===== src/rtl/uart_pkg.sv =====
// Shared UART definitions: receiver state encoding and default line rate.
package uart_pkg;

  typedef enum logic [2:0] {
    IDLE,
    START,
    DATA,
    PARITY,
    STOP,
    WAIT_IDLE
  } uart_rx_state_t;

  localparam int unsigned UART_DEFAULT_BAUD = 115200;

endpackage


===== src/rtl/uart_sync.sv =====
// Generic two-flop synchronizer for a single asynchronous input bit.
// RESET_VAL is the value both flops take in reset (use the idle level of the signal).
module uart_sync #(
  parameter logic RESET_VAL = 1'b1
) (
  input  logic clk,
  input  logic rst_n,
  input  logic d,
  output logic q
);

  logic meta;

  // Two-stage capture of the asynchronous input
  always_ff @(posedge clk or negedge rst_n) begin
    if (!rst_n) begin
      meta <= RESET_VAL;
      q    <= RESET_VAL;
    end else begin
      meta <= d;
      q    <= meta;
    end
  end

endmodule


===== src/rtl/uart_rx.sv =====
// UART receiver: oversampled frame recovery, LSB first, one start and one stop bit,
// valid/ready word output and one-cycle error pulses.
// Optional even parity bit is enabled by defining UART_RX_PARITY_EN.
module uart_rx
  import uart_pkg::*;
#(
  parameter int unsigned CLKRATE     = 100000000,
  parameter int unsigned BAUD        = UART_DEFAULT_BAUD,
  parameter int unsigned WORD_LENGTH = 8
) (
  input  logic                   clk,
  input  logic                   rst_n,
  input  logic                   UART_RX,
  output logic [WORD_LENGTH-1:0] rx_data,
  output logic                   rx_data_valid,
  input  logic                   rx_data_ready,
  output logic                   rx_frame_error,
  output logic                   rx_parity_error,
  output logic                   rx_overrun
);

  localparam int unsigned CLKS_PER_BIT = CLKRATE / BAUD;
  localparam int unsigned HALF_BIT     = CLKS_PER_BIT / 2;
  localparam int unsigned CNT_W        = $clog2(CLKS_PER_BIT);
  localparam int unsigned IDX_W        = (WORD_LENGTH > 1) ? $clog2(WORD_LENGTH) : 1;

  localparam logic [CNT_W-1:0] HALF_LAST = CNT_W'(HALF_BIT - 1);
  localparam logic [CNT_W-1:0] BIT_LAST  = CNT_W'(CLKS_PER_BIT - 1);
  localparam logic [IDX_W-1:0] IDX_LAST  = IDX_W'(WORD_LENGTH - 1);

  generate
    if (CLKS_PER_BIT < 4) begin : g_bad_rate
      $error("uart_rx: CLKRATE / BAUD must be at least 4");
    end
  endgenerate

  uart_rx_state_t state, state_next;

  logic                   line_s;
  logic [CNT_W-1:0]       cnt, cnt_next;
  logic [IDX_W-1:0]       idx, idx_next;
  logic [WORD_LENGTH-1:0] shreg, shreg_next;
  logic                   load, ovr_next, fe_next;
  logic                   tick_half, tick_bit, out_free;

  uart_sync #(
    .RESET_VAL(1'b1)
  ) u_sync (
    .clk  (clk),
    .rst_n(rst_n),
    .d    (UART_RX),
    .q    (line_s)
  );

  assign tick_half = (cnt == HALF_LAST);
  assign tick_bit  = (cnt == BIT_LAST);
  // A word may load if the holding register is empty or drains on this very edge
  assign out_free  = !rx_data_valid || rx_data_ready;

`ifdef UART_RX_PARITY_EN
  logic par_bit, par_next, pe_next, parity_ok;
  // Even parity: data bits plus parity bit must XOR to zero
  assign parity_ok = ~^{shreg, par_bit};
`endif

  // State register
  always_ff @(posedge clk or negedge rst_n) begin
    if (!rst_n) begin
      state <= IDLE;
    end else begin
      state <= state_next;
    end
  end

  // Next-state decode
  always_comb begin
    state_next = state;
    case (state)
      IDLE:      if (!line_s) state_next = START;
      START:     if (tick_half) state_next = line_s ? IDLE : DATA;
      DATA: begin
        if (tick_bit && (idx == IDX_LAST)) begin
`ifdef UART_RX_PARITY_EN
          state_next = PARITY;
`else
          state_next = STOP;
`endif
        end
      end
`ifdef UART_RX_PARITY_EN
      PARITY:    if (tick_bit) state_next = STOP;
`endif
      // A low stop bit may be a break; hold off until the line idles again
      STOP:      if (tick_bit) state_next = line_s ? IDLE : WAIT_IDLE;
      WAIT_IDLE: if (line_s) state_next = IDLE;
      default:   state_next = IDLE;
    endcase
  end

  // Datapath next values and output events
  always_comb begin
    cnt_next   = cnt + CNT_W'(1);
    idx_next   = idx;
    shreg_next = shreg;
    load       = 1'b0;
    ovr_next   = 1'b0;
    fe_next    = 1'b0;
`ifdef UART_RX_PARITY_EN
    par_next   = par_bit;
    pe_next    = 1'b0;
`endif
    case (state)
      IDLE: cnt_next = '0;
      START: begin
        if (tick_half) begin
          cnt_next = '0;
          idx_next = '0;
        end
      end
      DATA: begin
        if (tick_bit) begin
          cnt_next   = '0;
          idx_next   = idx + IDX_W'(1);
          // LSB arrives first, so shift in from the top
          shreg_next = (shreg >> 1) | (WORD_LENGTH'(line_s) << (WORD_LENGTH - 1));
        end
      end
`ifdef UART_RX_PARITY_EN
      PARITY: begin
        if (tick_bit) begin
          cnt_next = '0;
          par_next = line_s;
        end
      end
`endif
      STOP: begin
        if (tick_bit) begin
          cnt_next = '0;
          if (!line_s) begin
            fe_next = 1'b1;
`ifdef UART_RX_PARITY_EN
          end else if (!parity_ok) begin
            pe_next = 1'b1;
`endif
          end else if (out_free) begin
            load = 1'b1;
          end else begin
            ovr_next = 1'b1;
          end
        end
      end
      default: cnt_next = '0;
    endcase
  end

  // Datapath and registered outputs
  always_ff @(posedge clk or negedge rst_n) begin
    if (!rst_n) begin
      cnt            <= '0;
      idx            <= '0;
      shreg          <= '0;
      rx_data        <= '0;
      rx_data_valid  <= 1'b0;
      rx_frame_error <= 1'b0;
      rx_overrun     <= 1'b0;
    end else begin
      cnt            <= cnt_next;
      idx            <= idx_next;
      shreg          <= shreg_next;
      rx_frame_error <= fe_next;
      rx_overrun     <= ovr_next;
      if (load) begin
        rx_data <= shreg;
      end
      rx_data_valid  <= load | (rx_data_valid & ~rx_data_ready);
    end
  end

`ifdef UART_RX_PARITY_EN
  // Parity sample and parity error pulse
  always_ff @(posedge clk or negedge rst_n) begin
    if (!rst_n) begin
      par_bit         <= 1'b0;
      rx_parity_error <= 1'b0;
    end else begin
      par_bit         <= par_next;
      rx_parity_error <= pe_next;
    end
  end
`else
  assign rx_parity_error = 1'b0;
`endif

endmodule


===== config.mk =====
export PLATFORM = sky130hd
export DESIGN_NAME = uart_rx
export DESIGN_NICKNAME = d
export VERILOG_FILES = /design/src/rtl/uart_pkg.sv /design/src/rtl/uart_sync.sv /design/src/rtl/uart_rx.sv
export SDC_FILE = /design/constraint.sdc
export NUM_CORES = 1
export LEC_CHECK = 0
export ABC_AREA = 0
export CAP_MARGIN = 20
export CORE_ASPECT_RATIO = 1.25
export CORE_UTILIZATION = 33
export CTS_CLUSTER_SIZE = 40
export DETAILED_ROUTE_END_ITERATION = 16
export SLEW_MARGIN = 20
export SYNTH_ARGS = -nofsm -noshare
export SYNTH_HDL_FRONTEND = slang
export SYNTH_HIERARCHICAL = 1
export SYNTH_SLANG_ARGS = --single-unit

===== constraint.sdc =====
create_clock -name clk -period 1.7 [get_ports clk]
set_input_delay 0.425 -clock clk [delete_from_list [all_inputs] [get_ports clk]]
set_output_delay 0.425 -clock clk [all_outputs]
set_load 0.01 [all_outputs]

==> impl_metrics.toml <==
[power]
ir_drop_mv = 0.7109
power.density_cell_area_nw_per_um2 = 663.9
static-leakage-power_nw = 1.048

[floorplanning]
rows = 28
design.core.area_um2 = 4800
die_y_um = 81.61
pin_count = 16
initial_core_util = 0.3485
die_x_um = 65.68
die_area_um2 = 5360

[yosys]
yosys.cell_count.top_type = "dfrtp_1"
synth_async_sr_flop_share = 1.000
synth_top_cells_by_area = "dfrtp_1, mux2_2, dfstp_2"
netlist_instances = 136
synth.yosys.seq_area_share = 0.5550
ys_ff_latch = 37
yosysUniqueCellTypes = 37
synth_fp_nets = 144
post_synth_most_frequent_cells = "dfrtp_1, mux2_2, nor2_1"
synth_top_flop_cell = "dfrtp_1"
synth_enable_flop_cells = 0
synth_area_per_cell_um2 = 12.30
ys_warn_count = 6
synth_area_leader_cell = "dfrtp_1"
post-synth-top-area-fraction = 0.5236
syn_area_um2 = 1673

[setup_path]
setup.worst_path.start_class = "flop"
r2r_cells = 6
crit_reg_reg_startpoint = "cnt[1]"
crit_required_ps = 1860
timing.critical_path.to_type = "flop"
regToRegSetupSlack_ps = -70
worst_r2r_end = "rx_data[1]"
worstSetupEndpoint = "rx_data[1]"
worstPathMaxFanout = 8
arrival_time_at_the_worst_endpoint_ps = 1930
criticalPathCategory = "reg -> reg"
worst_setup_path_startpoint = "cnt[1]"

[place]
routabilityCongestion = 0.7615
numPortBuffers = 14
hpwl_dp_um = 2206
place_worst_setup_slack_ps = -145.8

[grt]
largest_net_degree_at_the_start_of_global_routing = 38
antenna_found_initial = 0
global_route.overflow_total = 0
grt_pass1_wl_um = 5513
total_routing_usage_reported_by_global_routing = 0.1354
first_global_vias = 1286

[sta]
setup_slack_ps = -68.22
timing.clock.skew_ps = 9.425
finalHoldWorstSlack_ps = 357.2
finalSetupViolCount = 9
finalHoldViolCount = 0
final-max-slew-violation-count = 0
fmax_mhz = 565.5
period_share = 1.040
period_needed_ps = 1768
grt_setup_unrepaired = "true"

[drt]
firstDrtPassIters = 4
postRouteAntennaNets = 0
routed-via-count = 1184
detail_route.wl_per_cell_um = 14.01
remaining_drc_errors = 0
via_per_inst = 4.913
drt_iter0_markers = 27
finalWirelength_um = 3377

[status]
status = "finished, violations left"
violations_in_the_final_reports = "setup timing"

[min_path]
whs_path_depth = 0
min-delay-path-class = "reg -> reg"

[clock_network]
clock_input_transition_at_the_sequential_cells_of_the_worst_setup_and_hold_paths_ps = 80
htree_num_levels = 2
clock_latency_ps = 280
clock_path_buffers = 2
cts_root_buffer = "clkbuf_8"
tritoncts = "built"
numCtsBuffers = 5
clock_sinks = 37

[layout]
num-nets-final = 188
flow.area_growth_from_synthesis_pct = 39.72
finalCoreUtilization = 0.4870
layout_cell_share_with_drive_strength_beyond_1 = 0.3978
antenna_cells_inserted = 0

[run]
reported_max_cap_violation_count = 0
[final cells by class]
type | count | area, µm²
timing repair buffer | 41 | 401.6
tap | 60 | 75.07
fill | 422 | 2462
sequential | 37 | 928.4
clock inverter | 2 | 13.76
clock buffer | 6 | 82.58
multi-input combinational | 88 | 809.5
inverter | 7 | 26.28
[critical path, cell delays in order, from the launching register on]
cell,delay (ps)
dfrtp_1,380
ha_2,180
and4bb_2,280
nand3_4,110
nor3b_4,230
buf_12,170
mux2_4,300
[metrics by stage]
| stage | TNS, ps | total power [mW] | instances | cell area [µm²] |
|---|---|---|---|---|
| 4_1_cts | -594.3 | 1.574 | 240 | 2257 |
| 6_report | -480.6 | 1.552 | 241 | 2337 |
| 2_1_floorplan | -1037 | 0.9059 | 136 | 1675 |
| 3_3_place_gp | -1387 | 0.9352 | 229 | 2079 |
| 3_5_place_dp | -1779 | 0.9363 | 229 | 2079 |
| 5_1_grt | -1723 | 1.618 | 241 | 2337 |
[state kept, by name, summed over array words and instances, names as in the netlist]
signal,flops
cnt,10
idx,3
rx_data,8
rx_data_valid,1
rx_frame_error,1
rx_overrun,1
shreg,8
state,3
u_sync/meta,1
u_sync/q,1
[layer usage]
layer	vias to the layer above	GRT usage	share of wire
li1	564	-	-
met1	597	0.1554	0.43
met2	17	0.2367	0.52
met3	6	0.03750	0.032
met4	0	0.05217	0.019
met5	-	0	0
[cell usage in the layout (no fill, tap or decap), types with 3 or more instances in the layout]
master,synthesis,layout
o21ai_0,4,4
xor2_1,6,6
clkdlybuf4s50_1,0,14
inv_1,7,7
nor2_1,13,5
nand2_1,3,3
nor2_2,0,8
nand3_1,5,5
nand4_1,5,5
buf_12,0,3
dfrtp_1,35,35
buf_4,1,22
clkbuf_8,0,6
mux2_4,0,16
[repair_timing]
| item | in CTS | in global routing |
|---|---|---|
| pin swaps | 4 | 7 |
| hold buffers | 0 | 0 |
| gates cloned | 0 | 1 |
| setup buffers | 3 | 1 |
| setup endpoints to repair | 29 | 29 |
| gates resized for setup | 15 | 16 |
[where the power goes]
| group | leakage (nW) | switching [mW] | total, mW | internal, mW |
|---|---|---|---|---|
| Combinational | 0.501 | 0.0202 | 0.0329 | 0.0127 |
| Clock | 0.0512 | 0.306 | 0.634 | 0.328 |
| Sequential | 0.495 | 0.000989 | 0.885 | 0.884 |
[logic make-up after synthesis]
| group | Yosys count | synth area share |
|---|---|---|
| AO/OA/AOI/OAI | 13 | 0.05311 |
| multiplexers | 17 | 0.1137 |
| AND/OR/NAND/NOR | 45 | 0.1758 |
| other | 1 | 0.002242 |
| flip-flops | 37 | 0.5550 |
| XOR/XNOR | 8 | 0.04189 |
| adder cells (fa/ha/maj) | 4 | 0.02992 |
| buffers and inverters | 11 | 0.02842 |
[worst min path at each step]
| stage | from | end |
|---|---|---|
| 6_report | u_sync/meta | u_sync/q |
| 5_1_grt | u_sync/meta | u_sync/q |
| 4_1_cts | u_sync/meta | u_sync/q |
| 3_5_place_dp | u_sync/meta | u_sync/q |
| 3_3_place_gp | u_sync/meta | u_sync/q |
| 2_1_floorplan | rst_n | cnt[0] |
No activity file was read; power rests on OpenSTA's default activity.
